==> config.mk <==
export PLATFORM = sky130hd
export DESIGN_NAME = sdram_scheduler
export DESIGN_NICKNAME = d
export VERILOG_FILES = /design/src/rtl/sdram_scheduler.sv
export SDC_FILE = /design/constraint.sdc
export NUM_CORES = 1
export LEC_CHECK = 0
export ABC_AREA = 1
export CORE_ASPECT_RATIO = 2
export CORE_MARGIN = 4
export CORE_UTILIZATION = 66
export DETAILED_ROUTE_END_ITERATION = 10
export HOLD_SLACK_MARGIN = 0.02
export PLACE_DENSITY = 0.82
export SLEW_MARGIN = 20
export SYNTH_ARGS = -nofsm -noshare
export SYNTH_HDL_FRONTEND = slang
export SYNTH_SLANG_ARGS = --single-unit
==> constraint.sdc <==
create_clock -name clk -period 10.5 [get_ports clk]
set_clock_uncertainty 0.2 [all_clocks]
set_input_delay 2.1 -clock clk [delete_from_list [all_inputs] [get_ports clk]]
set_output_delay 2.1 -clock clk [all_outputs]
set_load 0.02 [all_outputs]
==> src/rtl/sdram_scheduler.sv <==
`timescale 1ns/1ps
// sdram_scheduler: queues read/write requests in a first-word fall-through
// FIFO, runs the SDRAM power-up sequence, then issues ACTIVATE / READ / WRITE /
// PRECHARGE_ALL / AREFRESH commands to a downstream command-level driver while
// keeping periodic refresh on schedule.
// Optional feature macro: SDRAM_SCHED_KEEP_OPEN_EN (honour keep_open so an
// empty queue leaves the row open instead of closing and refreshing).
module sdram_scheduler #(
  parameter int unsigned CLOCK_PERIOD_NS     = 8,
  parameter int unsigned FIFO_DEPTH          = 16,
  parameter int unsigned BOOT_WAIT_NS        = 100000,
  parameter int unsigned REFRESH_INTERVAL_NS = 7812,
  parameter int unsigned REFRESH_GUARD       = 12
) (
  input  logic                          clk,
  input  logic                          rst_n,
  input  logic                          req_write,
  input  logic                          req_is_write,
  input  logic [24:0]                   req_addr,
  input  logic [1:0]                    req_mask,
  input  logic [15:0]                   req_wdata,
  output logic                          full,
  output logic [$clog2(FIFO_DEPTH):0]   fifo_usage,
  input  logic                          keep_open,
  input  logic                          command_ready,
  input  logic                          precharge_ready,
  input  logic                          write_ready,
  input  logic                          row_open,
  output logic [3:0]                    cmd,
  output logic [12:0]                   cmd_addr,
  output logic [1:0]                    cmd_bank,
  output logic [1:0]                    cmd_mask,
  output logic [15:0]                   cmd_wdata,
  output logic                          busy,
  output logic [15:0]                   refresh_countdown
);

  localparam int unsigned PTR_W = $clog2(FIFO_DEPTH);
  localparam int unsigned CNT_W = PTR_W + 1;
  localparam int unsigned BOOT_CYCLES =
    (BOOT_WAIT_NS + CLOCK_PERIOD_NS - 1) / CLOCK_PERIOD_NS + 10;
  localparam logic [31:0]      BOOT_LAST    = 32'(BOOT_CYCLES - 1);
  localparam logic [15:0]      REFRESH_LOAD = 16'(REFRESH_INTERVAL_NS / CLOCK_PERIOD_NS);
  localparam logic [15:0]      GUARD_C      = 16'(REFRESH_GUARD);
  localparam logic [CNT_W-1:0] DEPTH_C      = CNT_W'(FIFO_DEPTH);

  typedef enum logic [3:0] {
    CMD_NOOP          = 4'd0,
    CMD_ACTIVATE      = 4'd1,
    CMD_READ          = 4'd2,
    CMD_WRITE         = 4'd3,
    CMD_PRECHARGE_ALL = 4'd6,
    CMD_AREFRESH      = 4'd7,
    CMD_SET_MODE_REG  = 4'd8
  } cmd_e;

  typedef enum logic [3:0] {
    S_BOOT_WAIT,
    S_BOOT_PRE,
    S_BOOT_MODE,
    S_BOOT_REF1,
    S_BOOT_REF2,
    S_IDLE,
    S_OPEN,
    S_CLOSE,
    S_REFRESH
  } state_e;

  // FIFO entry layout: {is_write, addr[24:0], mask[1:0], wdata[15:0]}
  logic [43:0]      r_mem [FIFO_DEPTH];
  logic [PTR_W-1:0] r_wr_ptr;
  logic [PTR_W-1:0] r_rd_ptr;
  logic [CNT_W-1:0] r_usage;

  state_e      r_state;
  state_e      w_state_next;
  logic [31:0] r_boot_cnt;
  logic [15:0] r_refresh_cnt;
  logic [1:0]  r_open_bank;
  logic [12:0] r_open_row;

  cmd_e        w_cmd;
  logic [12:0] w_cmd_addr;
  logic [1:0]  w_cmd_bank;
  logic [1:0]  w_cmd_mask;
  logic [15:0] w_cmd_wdata;
  logic        w_busy;
  logic        w_pop;
  logic        w_push;
  logic        w_latch;
  logic        w_full;
  logic        w_empty;
  logic        w_keep_open;
  logic        w_refresh_due;
  logic        w_hit;
  logic        w_close_row;

  logic [43:0] w_head;
  logic        w_head_is_write;
  logic [1:0]  w_head_bank;
  logic [12:0] w_head_row;
  logic [9:0]  w_head_col;
  logic [1:0]  w_head_mask;
  logic [15:0] w_head_wdata;

`ifdef SDRAM_SCHED_KEEP_OPEN_EN
  assign w_keep_open = keep_open;
`else
  assign w_keep_open = keep_open & 1'b0;
`endif

  assign w_full  = (r_usage == DEPTH_C);
  assign w_empty = (r_usage == '0);
  assign w_push  = req_write & ~w_full;

  assign w_head          = r_mem[r_rd_ptr];
  assign w_head_is_write = w_head[43];
  assign w_head_bank     = w_head[42:41];
  assign w_head_row      = w_head[40:28];
  assign w_head_col      = w_head[27:18];
  assign w_head_mask     = w_head[17:16];
  assign w_head_wdata    = w_head[15:0];

  assign w_refresh_due = (r_refresh_cnt <= GUARD_C);
  assign w_hit         = ~w_empty & ({w_head_bank, w_head_row} == {r_open_bank, r_open_row});
  assign w_close_row   = w_refresh_due | (~w_empty & ~w_hit) | (w_empty & ~w_keep_open);

  // Queue storage; not reset because usage/pointers define what is valid.
  always_ff @(posedge clk) begin
    if (w_push) begin
      r_mem[r_wr_ptr] <= {req_is_write, req_addr, req_mask, req_wdata};
    end
  end

  // Queue pointers and occupancy; a dropped write (full) never counts.
  always_ff @(posedge clk or negedge rst_n) begin
    if (!rst_n) begin
      r_wr_ptr <= '0;
      r_rd_ptr <= '0;
      r_usage  <= '0;
    end else begin
      if (w_push) r_wr_ptr <= r_wr_ptr + PTR_W'(1);
      if (w_pop)  r_rd_ptr <= r_rd_ptr + PTR_W'(1);
      case ({w_push, w_pop})
        2'b10:   r_usage <= r_usage + CNT_W'(1);
        2'b01:   r_usage <= r_usage - CNT_W'(1);
        default: r_usage <= r_usage;
      endcase
    end
  end

  // FSM state register.
  always_ff @(posedge clk or negedge rst_n) begin
    if (!rst_n) r_state <= S_BOOT_WAIT;
    else        r_state <= w_state_next;
  end

  // Power-up wait counter, cleared whenever the FSM is not waiting.
  always_ff @(posedge clk or negedge rst_n) begin
    if (!rst_n)                    r_boot_cnt <= '0;
    else if (r_state == S_BOOT_WAIT) r_boot_cnt <= r_boot_cnt + 32'd1;
    else                           r_boot_cnt <= '0;
  end

  // Refresh countdown: reload on each issued AREFRESH, else count down to 0.
  always_ff @(posedge clk or negedge rst_n) begin
    if (!rst_n)                     r_refresh_cnt <= '0;
    else if (w_cmd == CMD_AREFRESH) r_refresh_cnt <= REFRESH_LOAD;
    else if (r_refresh_cnt != '0)   r_refresh_cnt <= r_refresh_cnt - 16'd1;
  end

  // Bank/row opened by the last ACTIVATE, used for hit detection.
  always_ff @(posedge clk or negedge rst_n) begin
    if (!rst_n) begin
      r_open_bank <= '0;
      r_open_row  <= '0;
    end else if (w_latch) begin
      r_open_bank <= w_head_bank;
      r_open_row  <= w_head_row;
    end
  end

  // Next-state and command decode.
  always_comb begin
    w_state_next = r_state;
    w_cmd        = CMD_NOOP;
    w_cmd_addr   = '0;
    w_cmd_bank   = '0;
    w_cmd_mask   = '0;
    w_cmd_wdata  = '0;
    w_busy       = 1'b0;
    w_pop        = 1'b0;
    w_latch      = 1'b0;
    case (r_state)
      S_BOOT_WAIT: begin
        w_busy = 1'b1;
        if (r_boot_cnt == BOOT_LAST) w_state_next = S_BOOT_PRE;
      end
      S_BOOT_PRE: begin
        w_busy = 1'b1;
        if (command_ready) begin
          w_cmd        = CMD_PRECHARGE_ALL;
          w_state_next = S_BOOT_MODE;
        end
      end
      S_BOOT_MODE: begin
        w_busy = 1'b1;
        if (command_ready) begin
          w_cmd        = CMD_SET_MODE_REG;
          w_state_next = S_BOOT_REF1;
        end
      end
      S_BOOT_REF1: begin
        w_busy = 1'b1;
        if (command_ready) begin
          w_cmd        = CMD_AREFRESH;
          w_state_next = S_BOOT_REF2;
        end
      end
      S_BOOT_REF2: begin
        w_busy = 1'b1;
        if (command_ready) begin
          w_cmd        = CMD_AREFRESH;
          w_state_next = S_IDLE;
        end
      end
      S_IDLE: begin
        if (w_refresh_due || (w_empty && !w_keep_open)) begin
          if (command_ready) w_cmd  = CMD_AREFRESH;
          else               w_busy = 1'b1;
        end else if (!w_empty) begin
          if (command_ready) begin
            w_cmd        = CMD_ACTIVATE;
            w_cmd_bank   = w_head_bank;
            w_cmd_addr   = w_head_row;
            w_latch      = 1'b1;
            w_state_next = S_OPEN;
          end else begin
            w_busy = 1'b1;
          end
        end
      end
      S_OPEN: begin
        if (w_close_row) begin
          w_state_next = S_CLOSE;
        end else if (!w_empty) begin
          if (!command_ready) begin
            w_busy = 1'b1;
          end else if (row_open && (!w_head_is_write || write_ready)) begin
            w_cmd       = w_head_is_write ? CMD_WRITE : CMD_READ;
            w_cmd_addr  = {3'b000, w_head_col};
            w_cmd_bank  = r_open_bank;
            w_cmd_mask  = w_head_mask;
            w_cmd_wdata = w_head_wdata;
            w_pop       = 1'b1;
          end
        end
      end
      S_CLOSE: begin
        w_busy = 1'b1;
        if (command_ready && precharge_ready) begin
          w_cmd        = CMD_PRECHARGE_ALL;
          w_state_next = S_IDLE;
        end
      end
      default: begin
        w_state_next = S_BOOT_WAIT;
      end
    endcase
  end

  assign full              = w_full;
  assign fifo_usage        = r_usage;
  assign cmd               = w_cmd;
  assign cmd_addr          = w_cmd_addr;
  assign cmd_bank          = w_cmd_bank;
  assign cmd_mask          = w_cmd_mask;
  assign cmd_wdata         = w_cmd_wdata;
  assign busy              = w_busy;
  assign refresh_countdown = r_refresh_cnt;

endmodule

==> impl_summary.md, run 1 <==
Synth
The distinct cell type count of the synthesized netlist is 51. The synthesized net count is 2,872. The mean area per synthesized cell is 11.7 µm². The number of flip-flops and latches in the synthesized netlist is 783. For this run, the number of Yosys warnings is 0. The area of the mapped netlist is 32,700 µm². The number of instances in the synthesized netlist is 2,803. The fraction of the yosys area taken by sequential cells is 70.7%.

Clock tree
The clock passes through at most 3 buffers. The number of buffers added by the clock tree synthesis step is 66. The number of setup buffers added after CTS is 0.

The number of clock sinks is 783. The total of cells resized after clock tree synthesis is 0. The number of levels in the clock H-tree is 3.

The root cell of the clock tree is sky130_fd_sc_hd__clkbuf_16. Clock-pin slew was measured on the worst setup and hold paths at 0.07 ns. At the later pin of the worst-skew pair, clock insertion delay measures 0.60 ns. TritonCTS built the clock tree. The hold buffer count at CTS is 0.

Die
The floorplan has 115 rows. The standard cell core area is 49,100 µm². The number of ports placed on the die boundary is 112.

The die covers 53,400 µm². In this run the vertical extent of the chip is 323 µm. The die is 165 µm wide. The initial utilization of the core area, before any placement, comes to 66.6%.

STA
Measured against its own limit, the worst slew margin works out to 26.5%. The max-slew violation count was 0. Summed over all failing endpoints, the final setup total negative slack is 0 ns. The measured slew at the worst slew-check pin is 1.10 ns. Setup violations remaining at the end of the flow were counted as 0. The highest clock frequency the design can meet is 121 MHz. Setup repair after global routing left no endpoint under its margin. The shortest clock period the worst path allows after layout is 8.28 ns. The final critical path takes up 78.9% of the cycle. The number of endpoints with negative hold slack in the final report came to 0.

Routing
In the routed design, unresolved DRC markers number 0. For this run, the detailed router's first-pass iteration total came to 6. Dividing the detail-routed wire length by the instance count gives 23.9 µm.

Summed over all layers, the routed wires come to 85,100 µm. The first routing iteration left 2,778 violations. The number of nets with antenna violations after routing is 0. The via count is 22.6k. The per-cell via count in the routed design is 6.35.

Setup path
The critical path endpoint category is a primary output. The startpoint-to-endpoint class of the critical path is register to primary output. The startpoint kind of the worst setup timing path is a register.

In this run the critical register-to-register path is launched from r_rd_ptr[0]. In this run the register-to-register setup slack is 4.55 ns. The largest driver fanout on the critical path is 131. The critical register-to-register path endpoint is fifo_usage[4]. Data on the critical path arrives at its endpoint at 5.98 ns.

For the worst flop-to-flop path, the logic depth is 25. The required time of the worst setup path is 8.20 ns.

GRT
The global-route congestion overflow total is 0. The via count of the first global-routing pass came to 22.7k. The initial antenna violation count is 3. The overall track demand over capacity in global routing is 32.0%. The pin count of the biggest net entering global routing is 132.

The global-route wire length before repair is 127,000 µm.

Placed design
The HPWL after detailed placement is 45,900 µm. The area after detailed placement is 34,300 µm². The number of buffers added on ports is 110.

The final weighted congestion in routability-driven placement is 0.859.

Status
The run finished with clean final reports.

Cells and area
The area growth from synthesis to layout is 11.9%. The multi-input combinational cells in the finished layout cover a total of 8430 µm². The share of cells above drive strength 1 is 6.98%.

The finished layout cell area is 36,600 µm². Counting the fill cells in the layout gives 2,971. Leaving out fill and tap cells, the most frequent cell in the layout is sky130_fd_sc_hd__edfxtp_1. The library cells used most frequently in the layout, excluding fill and tap cells, are sky130_fd_sc_hd__edfxtp_1 (704), sky130_fd_sc_hd__nand2_1 (674), sky130_fd_sc_hd__nor2_1 (322). The layout net count is 2,940. Registers take 23,100 µm².

Pwr
The power density over the cells is 187 nW/µm². IR analysis of the VDD net gives a maximum drop of 185 µV. The design draws 6.84 mW.

In this run the static leakage power is 13.3 nW.

Worst hold path
The cell depth of the worst min-delay path is 1. The hold path startpoint is r_boot_cnt[0]. The hold-critical path endpoint is r_boot_cnt[0]. The path class of the lowest-slack min-delay path is register to register.

Run
The max-capacitance violation count is 0.
-- layout make-up --
| class | count | share of cell area, % |
|---|---|---|
| diodes | 4 | 0.0274 |
| clock buffers | 81 | 5.02 |
| clock inverters | 37 | 1.13 |
| inverters | 142 | 1.50 |
| multi-input cells | 1734 | 23.1 |
| flip-flops and latches | 783 | 63.3 |
| well taps | 643 | 2.20 |
| repair buffers | 144 | 3.79 |
-- registers in the layout (all words and copies together) (netlist names) --
register and flops:
r_boot_cnt 32, r_mem 704, r_rd_ptr 4, r_wr_ptr 4
r_open_bank 2, r_state 3, r_open_row 13, refresh_countdown 16
fifo_usage 5
-- how the worst max path moves through the flow --
stage             endpoint          start  slack, ns
3_3_place_gp   cmd_addr[1]    r_rd_ptr[2]       3.01
2_1_floorplan  cmd_addr[1]  command_ready       5.00
3_5_place_dp   cmd_addr[1]    r_rd_ptr[0]       2.84
5_1_grt        cmd_addr[1]    r_rd_ptr[0]       1.84
4_1_cts        cmd_addr[1]    r_rd_ptr[0]       2.15
6_report       cmd_addr[1]    r_rd_ptr[0]       2.22
-- routing by layer --
metal	track usage (%)	vias up	part of all wire (%)
met5	0	-	0
met4	20.6	0	7.1
met3	5.13	354	8.2
met2	55.3	1339	52
met1	36.6	10900	33
li1	-	10000	-
-- cells by family after synthesis --
| logic type | after synthesis | share of synthesized area (%) |
|---|---|---|
| flip-flops | 783 | 70.7 |
| XOR/XNOR | 23 | 0.616 |
| buffers and inverters | 286 | 3.84 |
| AO/OA/AOI/OAI | 453 | 8.63 |
| adder cells (fa/ha/maj) | 17 | 0.674 |
| AND/OR/NAND/NOR | 1241 | 15.5 |
-- cell usage after synthesis, drive strengths merged --
cell type | n | area, µm²
inv | 138 | 518
o2111ai | 1 | 8.76
nor4b | 1 | 8.76
a21o | 1 | 7.51
o31ai | 11 | 113
clkbuf | 81 | 304
nor2 | 343 | 1310
edfxtp | 704 | 21100
o21bai | 3 | 22.5
ha | 16 | 200
xor2 | 17 | 149
nand2 | 683 | 2600
nand4 | 15 | 93.8
nor3 | 20 | 105
nor4 | 17 | 113
a21oi | 106 | 534
or2 | 2 | 12.5
o22ai | 1 | 6.26
a31oi | 23 | 144
o221a | 22 | 248
o221ai | 28 | 245
buf | 63 | 414
o211a | 1 | 10.0
clkinv | 4 | 20.0
a32o | 22 | 220
nand3 | 158 | 803
xnor2 | 6 | 52.6
a21boi | 1 | 7.51
o21a | 1 | 7.51
o21ai | 205 | 1030
dfrtp | 79 | 1980
nor3b | 1 | 7.51
o211ai | 13 | 97.6
a221oi | 14 | 123
nand3b | 1 | 7.51
fa | 1 | 20.0
-- critical path, cell delays in order, from the launching register on --
cell and delay, ns:
sky130_fd_sc_hd__dfrtp_4 0.79, sky130_fd_sc_hd__inv_8 0.70, sky130_fd_sc_hd__buf_4 0.81, sky130_fd_sc_hd__nand2_1 0.15
sky130_fd_sc_hd__nand3_1 0.13, sky130_fd_sc_hd__nand2_1 0.05, sky130_fd_sc_hd__nor2_1 0.10, sky130_fd_sc_hd__nand2_1 0.08
sky130_fd_sc_hd__nand3_1 0.10, sky130_fd_sc_hd__nand2_1 0.08, sky130_fd_sc_hd__nor2_1 0.10, sky130_fd_sc_hd__nand2_1 0.10
sky130_fd_sc_hd__nor2_4 0.21, sky130_fd_sc_hd__nand3_4 0.34, sky130_fd_sc_hd__o31ai_1 0.78, sky130_fd_sc_hd__clkdlybuf4s50_1 0.76
-- report_power, final --
part	internal [mW]	switching, mW	total (mW)
logic	0.117	0.412	0.528
registers	3.69	0.0738	3.77
clock network	1.47	1.08	2.55
-- stage by stage --
stage / util (%) / hold WS [ns] / setup WS [ns] / instances
2_1_floorplan: - / 0.255 / 5.00 / 2803
3_3_place_gp: 69.8 / 0.273 / 3.01 / 3445
3_5_place_dp: 69.9 / 0.312 / 2.84 / 3446
4_1_cts: 74.5 / 0.321 / 2.15 / 3564
5_1_grt: 74.5 / 0.339 / 1.84 / 3567
6_report: 74.5 / 0.321 / 2.22 / 3568
Power figures use the tool's default switching activity.
==> inputs of run 2 (changes only) <==
--- a/config.mk
+++ b/config.mk
@@ -8,10 +8,10 @@
 export ABC_AREA = 1
 export CORE_ASPECT_RATIO = 2
 export CORE_MARGIN = 4
-export CORE_UTILIZATION = 66
+export CORE_UTILIZATION = 55
 export DETAILED_ROUTE_END_ITERATION = 10
 export HOLD_SLACK_MARGIN = 0.02
-export PLACE_DENSITY = 0.82
+export PLACE_DENSITY = 0.73
 export SLEW_MARGIN = 20
 export SYNTH_ARGS = -nofsm -noshare
 export SYNTH_HDL_FRONTEND = slang
==> constraint.sdc (replaced) <==
create_clock -name clk -period 7 [get_ports clk]
set_clock_uncertainty 0.2 [all_clocks]
set_input_delay 1.4 -clock clk [delete_from_list [all_inputs] [get_ports clk]]
set_output_delay 1.4 -clock clk [all_outputs]
set_load 0.02 [all_outputs]
==> run 2 against run 1 <==
Against the previous run:
- sequential share of layout area fell by 0.32 points
- critical endpoint is now cmd_addr[6]
- die area rose by 19%
- utilization fell by 12 points
- wire length fell by 1.1%
- first-iteration DRC count fell by 22%
- largest cell class unchanged
- critical path depth fell by 1
==> impl_summary.md, run 2 (same netlist as run 1, synthesis figures left out) <==
Setup path
In this run the number of cells on the critical path is 14. The cell that appears most often on the critical path is sky130_fd_sc_hd__nand2_1. The beginning of the worst register-to-register path is r_rd_ptr[1]. STA classifies the critical path endpoint as a primary output. The launch point of the worst path is r_rd_ptr[1]. The worst register-to-register path ends at fifo_usage[4]. The slowest cell on the critical path is sky130_fd_sc_hd__inv_4.

The critical path goes through inv_4 -> nor2_1 -> o21ai_0 -> nand3_1 -> nand2_1 -> nand2_1 -> nand2_1 -> nand2_1 -> nor2_1 -> nand2_1 -> nor2_4 -> nand3_4 -> o31ai_1 -> clkdlybuf4s50_1. The dominant delay contributor by cell family on the critical path is buffers and inverters. In this run the worst path has a maximum fanout of 78.

The critical path in this run is classified as register to primary output. The required time of the worst setup path is 5.40 ns. The worst stage delay on the critical path is 0.89 ns. The critical path arrival is 5.12 ns. The depth of the worst register-to-register path is 18. The worst setup path is launched from a register. Together, buffers and inverters on the worst path number 2. The critical path ends at cmd_addr[6].

The slack of the worst reg-to-reg path is 1.74 ns.

Routing
Dividing the detail-routed wire length by the instance count gives 22.8 µm. The final layout contains routed wiring with a total length of 84,200 µm. Across all layers, the routed design uses 22.0k vias. In the routed design, unresolved DRC markers number 0. In this run the remaining antenna-violating nets after routing total 0. The per-cell via count in the routed design is 5.96. For this block, the initial DRC count from the detailed router was 2,153. The first TritonRoute pass finished after 5 iterations.

Run
The max-capacitance violation count is 0.

STA
Setup repair after global routing left no endpoint under its margin. The shortest clock period the worst path allows after layout is 6.72 ns. The final cycle utilization of the critical path is 96.0%.

The measured slew at the worst slew-check pin is 1.07 ns. The final hold slack is 0.293 ns. The highest clock frequency the design can meet is 149 MHz. Summed over all failing endpoints, the final setup total negative slack is 0 ns.

The relative max-transition margin is 28.5%. The number of endpoints with negative hold slack in the final report is 0. Setup violations remaining at the end of the flow were counted as 0.

The max-slew violation count is 0.

Cells and area
The flip-flop count of the largest register after layout is 704. The layout net count is 2,948. Leaving out fill and tap cells, the most frequent cell in the layout is sky130_fd_sc_hd__edfxtp_1. Of the cells placed in the final design, the portion with a size suffix greater than 1 is 7.31%.

The top cell types in the final layout, fill and taps aside, are sky130_fd_sc_hd__edfxtp_1 (704), sky130_fd_sc_hd__nand2_1 (674), sky130_fd_sc_hd__nor2_1 (322). The area growth from synthesis to layout is 12.4%. The register with the most flip-flops is r_mem.

Clock tree
TritonCTS built the clock tree. The maximum clock path buffer count is 3. The number of buffers added by the clock tree synthesis step is 67. The number of clock sinks is 783. Clock-pin slew was measured on the worst setup and hold paths at 0.07 ns. The H-tree was split into 3 levels.

In this run, post-CTS hold repair placed 0 buffers. The total of cells resized after clock tree synthesis is 0. The root cell of the clock tree is sky130_fd_sc_hd__clkbuf_16.

For the worst-skew pair, the clock arrives at the later sink with an insertion delay of 0.60 ns. In this run the post-CTS setup repair buffer count came out at 0.

Pwr
The cell internal power dissipation is 7.90 mW. Sequential cells account for 54.9% of the total power. The power density over the cells is 280 nW/µm². The switching power as a share of total power is 23.2%.

IR analysis of the VDD net gives a maximum drop of 225 µV. The part of the power in the clock network is 37.4%. The leakage component of the power is 13.3 nW.

The power share of the combinational group is 7.7%. The switching power summed over all nets is 2.39 mW.

GRT
For this run the aggregate overflow at the end of global routing stands at 0. The global-route wire length before repair is 127,000 µm. The via count of the first global-routing pass is 22.0k. Global routing consumed, over all layers together, 25.8% of the routing resources. Entering global routing, the biggest net connects 168 pins.

The initial antenna violation count is 3.

Placed design
The HPWL after detailed placement is 47,600 µm. The number of buffers added on ports is 110. At the end of routability-driven placement, the weighted congestion stood at 0.869.

Die
The initial utilization of the core area, before any placement, comes to 55.4%. The standard cell core area is 59,000 µm². The floorplan step defined a die boundary enclosing 63,600 µm². The die is 353 µm tall. The row count is 126.

The die width is 180 µm. 112 I/O pins were placed.

Status
The run finished with clean final reports.

Worst hold path
The hold path startpoint is r_boot_cnt[2]. The min-delay analysis places its worst path in the category register to register.
run 2: cell types whose count changed in the layout (fill, tap and decap cells not counted), sizes merged:
cell | before | now
buf | 35 | 42
bufinv | 9 | 10
inv | 142 | 146
clkbuf | 81 | 79
clkinv | 24 | 19
diode | 4 | 1
run 2: routing by layer:
layer / part of all wire, % / global-route usage [%]
met1: 36 / 30.4
met2: 53 / 46.7
met3: 6.7 / 3.76
met4: 4.0 / 11.5
met5: 0.0083 / 0
run 2: worst reg2reg max path, delay by kind of cell (launching register included):
family / cells / cell delay (ns)
flip-flops: 1 / 0.70
buffers and inverters: 4 / 1.50
AO/OA/AOI/OAI: 7 / 0.87
AND/OR/NAND/NOR: 4 / 0.94
adder cells (fa/ha/maj): 2 / 0.75
XOR/XNOR: 1 / 0.15
run 2: area by class of cell:
type | count | area, µm²
inverters | 142 | 548
repair buffers | 151 | 1430
flip-flops and latches | 783 | 23100
clock inverters | 37 | 488
fillers | 4435 | 22200
diodes | 1 | 2.50
well taps | 768 | 961
clock buffers | 79 | 1750
multi-input cells | 1734 | 8430
run 2: worst min-delay path by stage:
| stage | endpoint | slack [ns] | depth (start not counted) |
|---|---|---|---|
| after floorplan | r_boot_cnt[2] | 0.26 | 1 |
| final | r_boot_cnt[2] | 0.29 | 1 |
| after global placement | r_boot_cnt[2] | 0.27 | 1 |
| after CTS | r_boot_cnt[2] | 0.30 | 1 |
| after detailed placement | r_boot_cnt[2] | 0.29 | 1 |
| after global routing | r_boot_cnt[0] | 0.32 | 1 |
run 2: power by group through the flow:
stage / clock network (mW) / registers, mW / logic (mW)
after global placement: 0 / 5.72 / 0.756
after detailed placement: 0 / 5.74 / 0.789
after global routing: 4.08 / 5.67 / 0.850
final: 3.85 / 5.64 / 0.789
after floorplan: 0 / 5.75 / 0.349
after CTS: 3.89 / 5.64 / 0.792
run 2: metrics by stage:
step / util [%] / cells / worst slack, ns / power (mW) / instance area (µm²)
detailed placement: 58.5 / 3578 / 1.06 / 6.53 / 34500
global placement: 58.5 / 3578 / 1.02 / 6.47 / 34500
global route: 62.3 / 3695 / 0.0169 / 10.6 / 36700
finish: 62.3 / 3695 / 0.277 / 10.3 / 36700
CTS: 62.3 / 3694 / 0.371 / 10.3 / 36700
floorplan: - / 2803 / 2.73 / 6.10 / 32700
